===== src/rtl/posit_extract_es3_if.sv =====
// Stream interface for the ES=3 posit decoder: posit words in, unpacked value fields out.
interface posit_extract_es3_if #(
  parameter int TAGW = 8
);
  logic            in_valid;
  logic            in_ready;
  logic [31:0]     in_posit;
  logic [TAGW-1:0] in_tag;
  logic            out_valid;
  logic            out_ready;
  logic            out_sign;
  logic [8:0]      out_scale;
  logic [2:0]      out_exponent;
  logic [25:0]     out_fraction;
  logic            out_inf;
  logic            out_zero;
  logic [TAGW-1:0] out_tag;

  modport master (
    output in_valid, in_posit, in_tag, out_ready,
    input  in_ready, out_valid, out_sign, out_scale, out_exponent,
           out_fraction, out_inf, out_zero, out_tag
  );

  modport slave (
    input  in_valid, in_posit, in_tag, out_ready,
    output in_ready, out_valid, out_sign, out_scale, out_exponent,
           out_fraction, out_inf, out_zero, out_tag
  );
endinterface


===== src/rtl/posit_extract_es3.sv =====
// Three-stage pipelined ES=3 posit decoder: sign/abs, regime run-length, exponent/fraction split.
// Each stage refills whenever it is empty or its successor is taking its contents.
module posit_extract_es3 #(
  parameter int NBITS = 32,
  parameter int ES    = 3,
  parameter int TAGW  = 8
) (
  input  logic               clk,
  input  logic               reset,
  posit_extract_es3_if.slave bus
);
  localparam int FW = NBITS - 3 - ES;  // fraction width
  localparam int RW = NBITS - 3;       // bits left after sign and the shortest regime

  logic             w_ready1, w_ready2, w_ready3;
  logic [NBITS-2:0] w_abs;
  logic [NBITS-3:0] w_diff;
  logic [4:0]       w_run;
  logic [5:0]       w_k;
  logic [RW-1:0]    w_rem;
  logic             w_special;

  logic             r_s1_valid, r_s1_sign, r_s1_zero, r_s1_inf;
  logic [NBITS-2:0] r_s1_abs;
  logic [TAGW-1:0]  r_s1_tag;

  logic             r_s2_valid, r_s2_sign, r_s2_zero, r_s2_inf;
  logic [5:0]       r_s2_k;
  logic [RW-1:0]    r_s2_rem;
  logic [TAGW-1:0]  r_s2_tag;

  logic             r_s3_valid, r_s3_sign, r_s3_zero, r_s3_inf;
  logic [8:0]       r_s3_scale;
  logic [ES-1:0]    r_s3_exp;
  logic [FW-1:0]    r_s3_frac;
  logic [TAGW-1:0]  r_s3_tag;

  assign w_ready3 = !r_s3_valid || bus.out_ready;
  assign w_ready2 = !r_s2_valid || w_ready3;
  assign w_ready1 = !r_s1_valid || w_ready2;

  // Only the low bits of the magnitude are kept; bit 31 of |x| is set only for NaR.
  assign w_abs = bus.in_posit[NBITS-1] ? (~bus.in_posit[NBITS-2:0] + (NBITS-1)'(1))
                                       : bus.in_posit[NBITS-2:0];

  always_ff @(posedge clk) begin
    if (reset) begin
      r_s1_valid <= 1'b0;
      r_s1_sign  <= 1'b0;
      r_s1_zero  <= 1'b0;
      r_s1_inf   <= 1'b0;
      r_s1_abs   <= '0;
      r_s1_tag   <= '0;
    end else if (w_ready1) begin
      r_s1_valid <= bus.in_valid;
      if (bus.in_valid) begin
        r_s1_sign <= bus.in_posit[NBITS-1];
        r_s1_zero <= (bus.in_posit == '0);
        r_s1_inf  <= (bus.in_posit == {1'b1, {(NBITS-1){1'b0}}});
        r_s1_abs  <= w_abs;
        r_s1_tag  <= bus.in_tag;
      end
    end
  end

  // A set bit in w_diff marks where the regime run (starting at bit 30) ends.
  genvar gi;
  generate
    for (gi = 0; gi < NBITS - 2; gi++) begin : g_diff
      assign w_diff[gi] = r_s1_abs[gi] ^ r_s1_abs[NBITS-2];
    end
  endgenerate

  always_comb begin
    w_run = 5'(NBITS - 1);
    for (int i = 0; i < NBITS - 2; i++) begin
      if (w_diff[i]) w_run = 5'(NBITS - 2 - i);
    end
  end

  assign w_k   = r_s1_abs[NBITS-2] ? ({1'b0, w_run} - 6'd1) : (6'd0 - {1'b0, w_run});
  assign w_rem = r_s1_abs[RW-1:0] << (w_run - 5'd1);

  always_ff @(posedge clk) begin
    if (reset) begin
      r_s2_valid <= 1'b0;
      r_s2_sign  <= 1'b0;
      r_s2_zero  <= 1'b0;
      r_s2_inf   <= 1'b0;
      r_s2_k     <= '0;
      r_s2_rem   <= '0;
      r_s2_tag   <= '0;
    end else if (w_ready2) begin
      r_s2_valid <= r_s1_valid;
      if (r_s1_valid) begin
        r_s2_sign <= r_s1_sign;
        r_s2_zero <= r_s1_zero;
        r_s2_inf  <= r_s1_inf;
        r_s2_k    <= w_k;
        r_s2_rem  <= w_rem;
        r_s2_tag  <= r_s1_tag;
      end
    end
  end

  // Zero and NaR carry meaningless regime data, so their numeric fields are forced to 0.
  assign w_special = r_s2_zero || r_s2_inf;

  always_ff @(posedge clk) begin
    if (reset) begin
      r_s3_valid <= 1'b0;
      r_s3_sign  <= 1'b0;
      r_s3_zero  <= 1'b0;
      r_s3_inf   <= 1'b0;
      r_s3_scale <= '0;
      r_s3_exp   <= '0;
      r_s3_frac  <= '0;
      r_s3_tag   <= '0;
    end else if (w_ready3) begin
      r_s3_valid <= r_s2_valid;
      if (r_s2_valid) begin
        r_s3_sign  <= r_s2_sign;
        r_s3_zero  <= r_s2_zero;
        r_s3_inf   <= r_s2_inf;
        r_s3_scale <= w_special ? '0 : {r_s2_k, r_s2_rem[RW-1 -: ES]};
        r_s3_exp   <= w_special ? '0 : r_s2_rem[RW-1 -: ES];
        r_s3_frac  <= w_special ? '0 : r_s2_rem[FW-1:0];
        r_s3_tag   <= r_s2_tag;
      end
    end
  end

  assign bus.in_ready     = w_ready1;
  assign bus.out_valid    = r_s3_valid;
  assign bus.out_sign     = r_s3_sign;
  assign bus.out_scale    = r_s3_scale;
  assign bus.out_exponent = r_s3_exp;
  assign bus.out_fraction = r_s3_frac;
  assign bus.out_inf      = r_s3_inf;
  assign bus.out_zero     = r_s3_zero;
  assign bus.out_tag      = r_s3_tag;
endmodule


===== src/flat_wrapper.sv =====
// flat-port wrapper written by rule: the top's interface ports become plain ports
module posit_extract_es3_flat 
#(
  parameter int NBITS = 32,
  parameter int ES    = 3,
  parameter int TAGW  = 8
)
  (clk, reset, bus_in_valid, bus_in_posit, bus_in_tag, bus_out_ready, bus_in_ready, bus_out_valid, bus_out_sign, bus_out_scale, bus_out_exponent, bus_out_fraction, bus_out_inf, bus_out_zero, bus_out_tag);
  posit_extract_es3_if #(.TAGW(TAGW)) bus_i ();
  input  logic clk;
  input  logic reset;
  input wire logic [$bits(bus_i.in_valid)-1:0] bus_in_valid;
  input wire logic [$bits(bus_i.in_posit)-1:0] bus_in_posit;
  input wire logic [$bits(bus_i.in_tag)-1:0] bus_in_tag;
  input wire logic [$bits(bus_i.out_ready)-1:0] bus_out_ready;
  output wire logic [$bits(bus_i.in_ready)-1:0] bus_in_ready;
  output wire logic [$bits(bus_i.out_valid)-1:0] bus_out_valid;
  output wire logic [$bits(bus_i.out_sign)-1:0] bus_out_sign;
  output wire logic [$bits(bus_i.out_scale)-1:0] bus_out_scale;
  output wire logic [$bits(bus_i.out_exponent)-1:0] bus_out_exponent;
  output wire logic [$bits(bus_i.out_fraction)-1:0] bus_out_fraction;
  output wire logic [$bits(bus_i.out_inf)-1:0] bus_out_inf;
  output wire logic [$bits(bus_i.out_zero)-1:0] bus_out_zero;
  output wire logic [$bits(bus_i.out_tag)-1:0] bus_out_tag;
  assign bus_i.in_valid = bus_in_valid;
  assign bus_i.in_posit = bus_in_posit;
  assign bus_i.in_tag = bus_in_tag;
  assign bus_i.out_ready = bus_out_ready;
  assign bus_in_ready = bus_i.in_ready;
  assign bus_out_valid = bus_i.out_valid;
  assign bus_out_sign = bus_i.out_sign;
  assign bus_out_scale = bus_i.out_scale;
  assign bus_out_exponent = bus_i.out_exponent;
  assign bus_out_fraction = bus_i.out_fraction;
  assign bus_out_inf = bus_i.out_inf;
  assign bus_out_zero = bus_i.out_zero;
  assign bus_out_tag = bus_i.out_tag;
  posit_extract_es3 #(.NBITS(NBITS), .ES(ES), .TAGW(TAGW)) u_core (.clk(clk), .reset(reset), .bus(bus_i));
endmodule

===== config.mk =====
export PLATFORM = sky130hd
export DESIGN_NAME = posit_extract_es3_flat
export DESIGN_NICKNAME = d
export VERILOG_FILES = /design/src/rtl/posit_extract_es3_if.sv /design/src/rtl/posit_extract_es3.sv /design/src/flat_wrapper.sv
export SDC_FILE = /design/constraint.sdc
export NUM_CORES = 1
export LEC_CHECK = 0
export ABC_AREA = 1
export CAP_MARGIN = 10
export CORE_UTILIZATION = 30
export DETAILED_ROUTE_END_ITERATION = 8
export GPL_ROUTABILITY_DRIVEN = 0
export PLACE_DENSITY = 0.56
export SYNTH_ARGS = -nofsm -noshare
export SYNTH_HDL_FRONTEND = slang
export SYNTH_SLANG_ARGS = --single-unit
export TNS_END_PERCENT = 30

===== constraint.sdc =====
create_clock -name clk -period 9.5 [get_ports clk]
set_clock_uncertainty 0.05 [all_clocks]
set_input_delay 1.9 -clock clk [delete_from_list [all_inputs] [get_ports clk]]
set_output_delay 1.9 -clock clk [all_outputs]
set_load 0.01 [all_outputs]

==> run_results.csv, run 1 <==
group,metric,value,unit
place,dp.cells,1539,
sta,slew_violations,0,
setup_path,cpMostUsedCell,"nand2_1",
synthesis,synth_adder_area_share,0.487,%
sta,hold_slack,413,ps
grt,grt_pass1_wl,35900,microns
drt,ant_nets,0,
sta,setup_viol,0,
pwr,swShare,38.9,%
setup_path,required,9800,ps
drt,via_per_inst,4.87,
pwr,cellPowerDensity,215,nW/um^2
clocking,cts_hold_buf,0,
die,core_area,25200,sq um
clocking,cts_tree,"built",
clocking,ctsHtreeMaxLevel,4,
grt,grt_max_degree,76,
sta,rsz0062_at_grt,"false",
place,dpl_cell_area,8760,sq um
synthesis,synth.avg_cell_area,6.49,sq um
setup_path,crit_slowest_cell,"dfxtp_2",
synthesis,netlist_area,7710,sq um
synthesis,syn_nets,1234,
sta,hold_viol,0,
synthesis,synth.largest_area_cell,"dfxtp_1",
synthesis,synthCells,1187,
clocking,worst_skew_pair.late_latency,430,ps
pwr,p_leak,3.87,nW
pwr,switching_power,0.780,mW
clocking,clk_pin_slew_worst_paths,60,ps
sta,final.setup.worst_slack,3360,ps
die,dieHeight,162,microns
sta,fmax,163,MHz
final_layout,syn_to_final_growth,21.0,%
clocking,cts_buffers,17,
synthesis,synth_top_area_share,35.6,%
synthesis,synthMuxAreaShare,0,%
die,die_w,162,microns
place,post-place-ws,3430,ps
synthesis,synth_xor_area_share,6.14,%
setup_path,crit_type,"reg -> reg",
pwr,combPwrFrac,35.1,%
sta,fin_crit_sh,64.6,%
drt,wl,21700,microns
drt,first_iter_violations,606,
final_layout,final_cells,1571,
sta,period_minus_slack,6140,ps
die,num_io_pins,95,
synthesis,synth_compound_area_share,12.5,%
final_layout,drive_above_1_share,4.43,%
synthesis,yosysSeqAreaShare,35.6,%
sta,tightest_slew,1010,ps
job,maxCapViolCount,0,
hold_path,hold_class,"reg -> reg",
final_layout,fin_area,9320,sq um
setup_path,cp_data_arrival_time,6440,ps
sta,slew_headroom,32.4,%
grt,track_usage,17.0,%
pwr,p_int,1.22,mW
pwr,worst_ir_drop_vdd,0.0980,mV
drt,drc,0,
final_layout,num-fill-cells,2750,
synthesis,yosysUniqueCellTypes,37,
clocking,cts_setup_buffers,0,
synthesis,synth_seq_cells,137,
setup_path,cp_slowest_stage_delay,950,ps
synthesis,synth_area_leaders,"dfxtp_1 (36%), nand2_1 (14%), nand3_1 (14%)",
clocking,root_buffer,"clkbuf_16",
drt,vias,7654,
outcome,status,"finished clean",
sta,fin_setup_tns,0,ps
drt,routedWlPerCell,13.8,microns
pwr,p_seq_share,33.0,%
die,die_area,26300,sq um
clocking,cts_resized,0,
place,io_buffer_count,94,
setup_path,endpoint_kind,"flip-flop",
synthesis,yosys_warnings,0,
pwr,clkPwrFrac,31.9,%
setup_path,critical_path.max_fanout,36,
die,row_count,58,
drt,dr.pass1.iters,5,
synthesis,synth_top_family_by_area,"simple AND/OR/NAND/NOR gates",
clocking,clockBufferDepth,2,
grt,grt_remaining_overflow,0,
die,start_util,30.6,%
place,dp_hpwl,15400,microns
final_layout,fin_nets,1275,
grt,grt_antenna_before_repair,0,
final_layout,antenna_cells,0,
synthesis,synth-simple-area-share,36.5,%
clocking,cts.sinks,137,
grt,grt_pass1_vias,6903,
setup_path,worst_setup_path_start_kind,"flip-flop",
logic make-up after synthesis:
kind of cell,Yosys count
AND/OR/NAND/NOR,655
AO/OA/AOI/OAI,179
buffers and inverters,162
flip-flops,137
XOR/XNOR,51
adder cells (fa/ha/maj),3
area by class of cell:
class	count	area (sq um)	area share, %
sequential	137	2740	29.4
clock buffer	19	443	4.75
clock inverter	13	123	1.32
inverter	83	314	3.37
timing repair buffer	101	988	10.6
tap	330	413	4.43
multi-input combinational	888	4300	46.1
power groups by stage:
stage	Combinational [mW]	Sequential (mW)	Clock (mW)
2_1_floorplan	0.546	0.657	0
3_3_place_gp	0.695	0.673	0
3_5_place_dp	0.695	0.674	0
4_1_cts	0.698	0.661	0.651
5_1_grt	0.799	0.667	0.677
6_report	0.704	0.661	0.639
Yosys cell counts, drive strengths merged:
| library cell | count |
|---|---|
| inv | 82 |
| o221ai | 10 |
| o31ai | 3 |
| a21oi | 89 |
| nor4 | 2 |
| nor3 | 12 |
| or3 | 1 |
| buf | 24 |
| o211ai | 3 |
| nand4 | 10 |
| xnor2 | 34 |
| nor2 | 115 |
| o21ai | 67 |
| nand2 | 296 |
| clkbuf | 55 |
| a311oi | 1 |
| o21bai | 1 |
| xor2 | 17 |
| nand3 | 212 |
| a31oi | 5 |
| and2 | 4 |
| ha | 3 |
| clkinv | 1 |
| or2 | 3 |
| dfxtp | 137 |
metrics by stage:
| step | util [%] | power [mW] |
|---|---|---|
| after CTS | 37.0 | 2.01 |
| after global routing | 37.0 | 2.14 |
| final | 37.0 | 2.00 |
| after global placement | 34.8 | 1.37 |
| after detailed placement | 34.8 | 1.37 |
| after floorplan | - | 1.20 |
layer usage:
metal	vias to the layer above	GRT usage [%]	part of all wire, %
met2	175	24.7	42
met1	3468	25.3	53
met3	19	2.71	4.4
met5	-	0	0
met4	0	5.06	0.98
li1	3992	-	-
sequential cells by signal, indices dropped and copies added, names as in the netlist, 2 cells and up:
register / count
u_core.r_s1_abs: 31
u_core.r_s2_rem: 29
u_core.bus.out_fraction: 26
u_core.bus.out_tag: 8
u_core.r_s1_tag: 8
u_core.r_s2_tag: 8
u_core.bus.out_scale: 7
u_core.r_s2_k: 6
u_core.bus.out_exponent: 2
worst max-delay path: cells and delay by family (launching register included):
| kind | cells | cell delay [ps] |
|---|---|---|
| buffers and inverters | 3 | 820 |
| and+or+nand+nor | 35 | 3210 |
| adders and majority gates | 1 | 890 |
| DFF | 1 | 950 |
| AOI/OAI and AO/OA | 1 | 120 |
path summary, 6_finish.rpt:
check | cells past startpoint | slack [ps] | to | startpoint
worst max-delay path | 40 | 3360 | u_core.r_s2_rem[23]$_SDFFE_PP0P_ | u_core.r_s1_abs[30]$_SDFFE_PP0P_
worst max register to register | 40 | 3360 | u_core.r_s2_rem[23]$_SDFFE_PP0P_ | u_core.r_s1_abs[30]$_SDFFE_PP0P_
worst min register to register | 2 | 410 | u_core.bus.out_fraction[15]$_SDFFE_PP0P_ | u_core.bus.out_fraction[15]$_SDFFE_PP0P_
worst min-delay path | 2 | 410 | u_core.bus.out_fraction[15]$_SDFFE_PP0P_ | u_core.bus.out_fraction[15]$_SDFFE_PP0P_
cell usage in the layout, fill, tap and decap left out, drive strengths merged:
| cell type | n |
|---|---|
| ha | 3 |
| clkbuf | 19 |
| nand3 | 212 |
| clkdlybuf4s50 | 93 |
| o221ai | 10 |
| nand2 | 296 |
| a311oi | 1 |
| bufinv | 1 |
| a31oi | 5 |
| nand4 | 10 |
| inv | 84 |
| clkinvlp | 1 |
| nor3 | 12 |
| or2 | 3 |
| a21oi | 89 |
| and2 | 4 |
| or3 | 1 |
| xor2 | 17 |
| dfxtp | 137 |
| xnor2 | 34 |
| o21bai | 1 |
| nor4 | 2 |
| buf | 8 |
| o21ai | 67 |
| clkinv | 10 |
| o211ai | 3 |
| o31ai | 3 |
| nor2 | 115 |
Note: power is estimated with default switching activity, not from simulation.
==> inputs of run 2 (changes only) <==
==> constraint.sdc (replaced) <==
create_clock -name clk -period 5.8 [get_ports clk]
set_clock_uncertainty 0.05 [all_clocks]
set_input_delay 1.16 -clock clk [delete_from_list [all_inputs] [get_ports clk]]
set_output_delay 1.16 -clock clk [all_outputs]
set_load 0.01 [all_outputs]
==> run_results.csv, run 2 (synthesis gave the netlist of run 1 again) <==
group,metric,value,unit
clocking,ctsHtreeMaxLevel,4,
clocking,worst_skew_pair.late_latency,420,ps
die,die_w,162,microns
final_layout,fin_nets,1285,
drt,vias,7797,
setup_path,cp_slowest_stage_delay,720,ps
grt,grt_remaining_overflow,0,
place,io_buffer_count,94,
sta,hold_viol,0,
sta,fin_crit_sh,77.1,%
drt,routedWlPerCell,14.0,microns
drt,wl_met2,9530,microns
drt,via_per_inst,4.93,
die,start_util,30.6,%
pwr,clkPwrFrac,30.1,%
hold_path,hold_end,"u_core.bus.out_fraction[17]$_SDFFE_PP0P_",
setup_path,cp_top_family,"simple AND/OR/NAND/NOR gates",
hold_path,hold_depth,2,
grt,grt_pass1_vias,7204,
setup_path,reg2reg_depth,42,
sta,slew_headroom,42.2,%
pwr,p_seq_share,33.1,%
clocking,clockBufferDepth,2,
final_layout,syn_to_final_growth,21.5,%
hold_path,min_from,"u_core.bus.out_fraction[17]$_SDFFE_PP0P_",
setup_path,r2r_start,"u_core.r_s1_abs[30]$_SDFFE_PP0P_",
final_layout,layout_commonest_cell,"nand2_1",
pwr,cellPowerDensity,348,nW/um^2
place,dp_hpwl,15600,microns
sta,rsz0062_at_grt,"false",
drt,wl,22100,microns
pwr,swShare,39.7,%
clocking,root_buffer,"clkbuf_16",
pwr,worst_ir_drop_vdd,0.181,mV
final_layout,multi_input_area,4300,sq um
setup_path,critical_path.max_fanout,22,
outcome,status,"finished clean",
job,maxCapViolCount,0,
clocking,clk_pin_slew_worst_paths,60,ps
pwr,combPwrFrac,36.8,%
drt,top_layer_used,"met4",
drt,first_iter_violations,535,
die,core_area,25200,sq um
pwr,p_int,1.96,mW
die,die_area,26300,sq um
final_layout,antenna_cells,0,
clocking,cts_setup_buffers,0,
grt,grt_max_degree,76,
drt,dr.pass1.iters,5,
setup_path,r2r_end,"u_core.r_s2_rem[26]$_SDFFE_PP0P_",
setup_path,cpMostUsedCell,"nand2_1",
setup_path,crit_slowest_cell,"dfxtp_2",
sta,setup_viol,0,
grt,grt_antenna_before_repair,0,
sta,fin_setup_tns,0,ps
pwr,p_leak,3.89,nW
final_layout,drive_above_1_share,5.20,%
hold_path,hold_class,"reg -> reg",
drt,ant_nets,0,
setup_path,r2r_slack,1330,ps
grt,grt_pass1_wl,36700,microns
sta,fmax,224,MHz
clocking,cts.sinks,137,
die,num_io_pins,95,
clocking,cts_tree,"built",
pwr,power,3.25,mW
setup_path,cp_data_arrival_time,4730,ps
setup_path,startpoint,"u_core.r_s1_abs[30]$_SDFFE_PP0P_",
drt,drc,0,
sta,tightest_slew,867,ps
final_layout,num-fill-cells,2723,
setup_path,worst_setup_path_start_kind,"flip-flop",
die,row_count,58,
grt,track_usage,17.3,%
clocking,cts_buffers,17,
final_layout,largest-register,"u_core.r_s1_abs",
clocking,cts_resized,0,
sta,slew_violations,0,
drt,drt-met1-wl,11200,microns
pwr,switching_power,1.29,mW
final_layout,fin_util,37.2,%
setup_path,required,6060,ps
clocking,cts_hold_buf,0,
setup_path,crit_type,"reg -> reg",
setup_path,path_buf_inv,5,
sta,period_minus_slack,4470,ps
final_layout,seqCellArea,2740,sq um
die,dieHeight,162,microns
drt,wl_met3,1060,microns
final_layout,final_cell_mix,"nand2_1 (293), nand3_1 (212), dfxtp_1 (136)",
final_layout,largest_register_ffs,31,
setup_path,endpoint_kind,"flip-flop",
-- run 2: changes by cell type in the layout (fill, tap and decap cells not counted) --
| cell | change |
|---|---|
| clkinv_2 | +1 |
| bufinv_16 | -1 |
| clkinvlp_4 | +3 |
| clkinv_4 | -2 |
| buf_4 | +10 |
| clkbuf_1 | -1 |
| clkbuf_8 | -1 |
-- run 2: worst max path at each step --
stage	cells past startpoint	end	slack, ps
floorplan	45	u_core.r_s2_rem[25]$_SDFFE_PP0P_	1950
global placement	16	u_core.r_s1_inf$_SDFFE_PP0P_	1300
detailed placement	16	u_core.r_s1_inf$_SDFFE_PP0P_	1220
CTS	44	u_core.r_s2_rem[24]$_SDFFE_PP0P_	1280
global route	42	u_core.r_s2_rem[26]$_SDFFE_PP0P_	750
finish	42	u_core.r_s2_rem[26]$_SDFFE_PP0P_	1330
-- run 2: cell type report --
| cell class | instances | area share, % |
|---|---|---|
| clock buffer | 17 | 4.54 |
| timing repair buffer | 111 | 11.4 |
| inverter | 83 | 3.35 |
| sequential | 137 | 29.3 |
| multi-input combinational | 888 | 45.9 |
| tap | 330 | 4.41 |
| clock inverter | 14 | 1.10 |
-- run 2: worst register-to-register path: cells and delay by family, from the launching register on --
kind | cells | cell delay [ps]
AND/OR/NAND/NOR | 36 | 2530
buffers and inverters | 5 | 880
flip-flops | 1 | 720
adder cells (fa/ha/maj) | 1 | 230
-- run 2: power by group through the flow --
stage	combinational, mW	clock, mW	sequential [mW]
final	1.20	0.980	1.08
after detailed placement	1.19	0	1.10
after floorplan	0.895	0	1.08
after global placement	1.18	0	1.10
after global routing	1.34	1.06	1.09
after CTS	1.19	1.01	1.08
-- run 2: per-stage QoR --
step           hold WS, ps  instance area, sq um  std cells  setup WS, ps
4_1_cts                415                  9360       1580          1280
3_3_place_gp           402                  8830       1549          1300
2_1_floorplan          392                  7710       1187          1950
3_5_place_dp           405                  8830       1549          1220
5_1_grt                426                  9360       1580           747
6_report               412                  9360       1580          1330
-- run 2: routing by layer --
layer	global-route usage, %	vias up
met4	5.32	0
met3	3.12	19
met2	26.2	196
met1	24.7	3573
met5	0	-
li1	-	4009
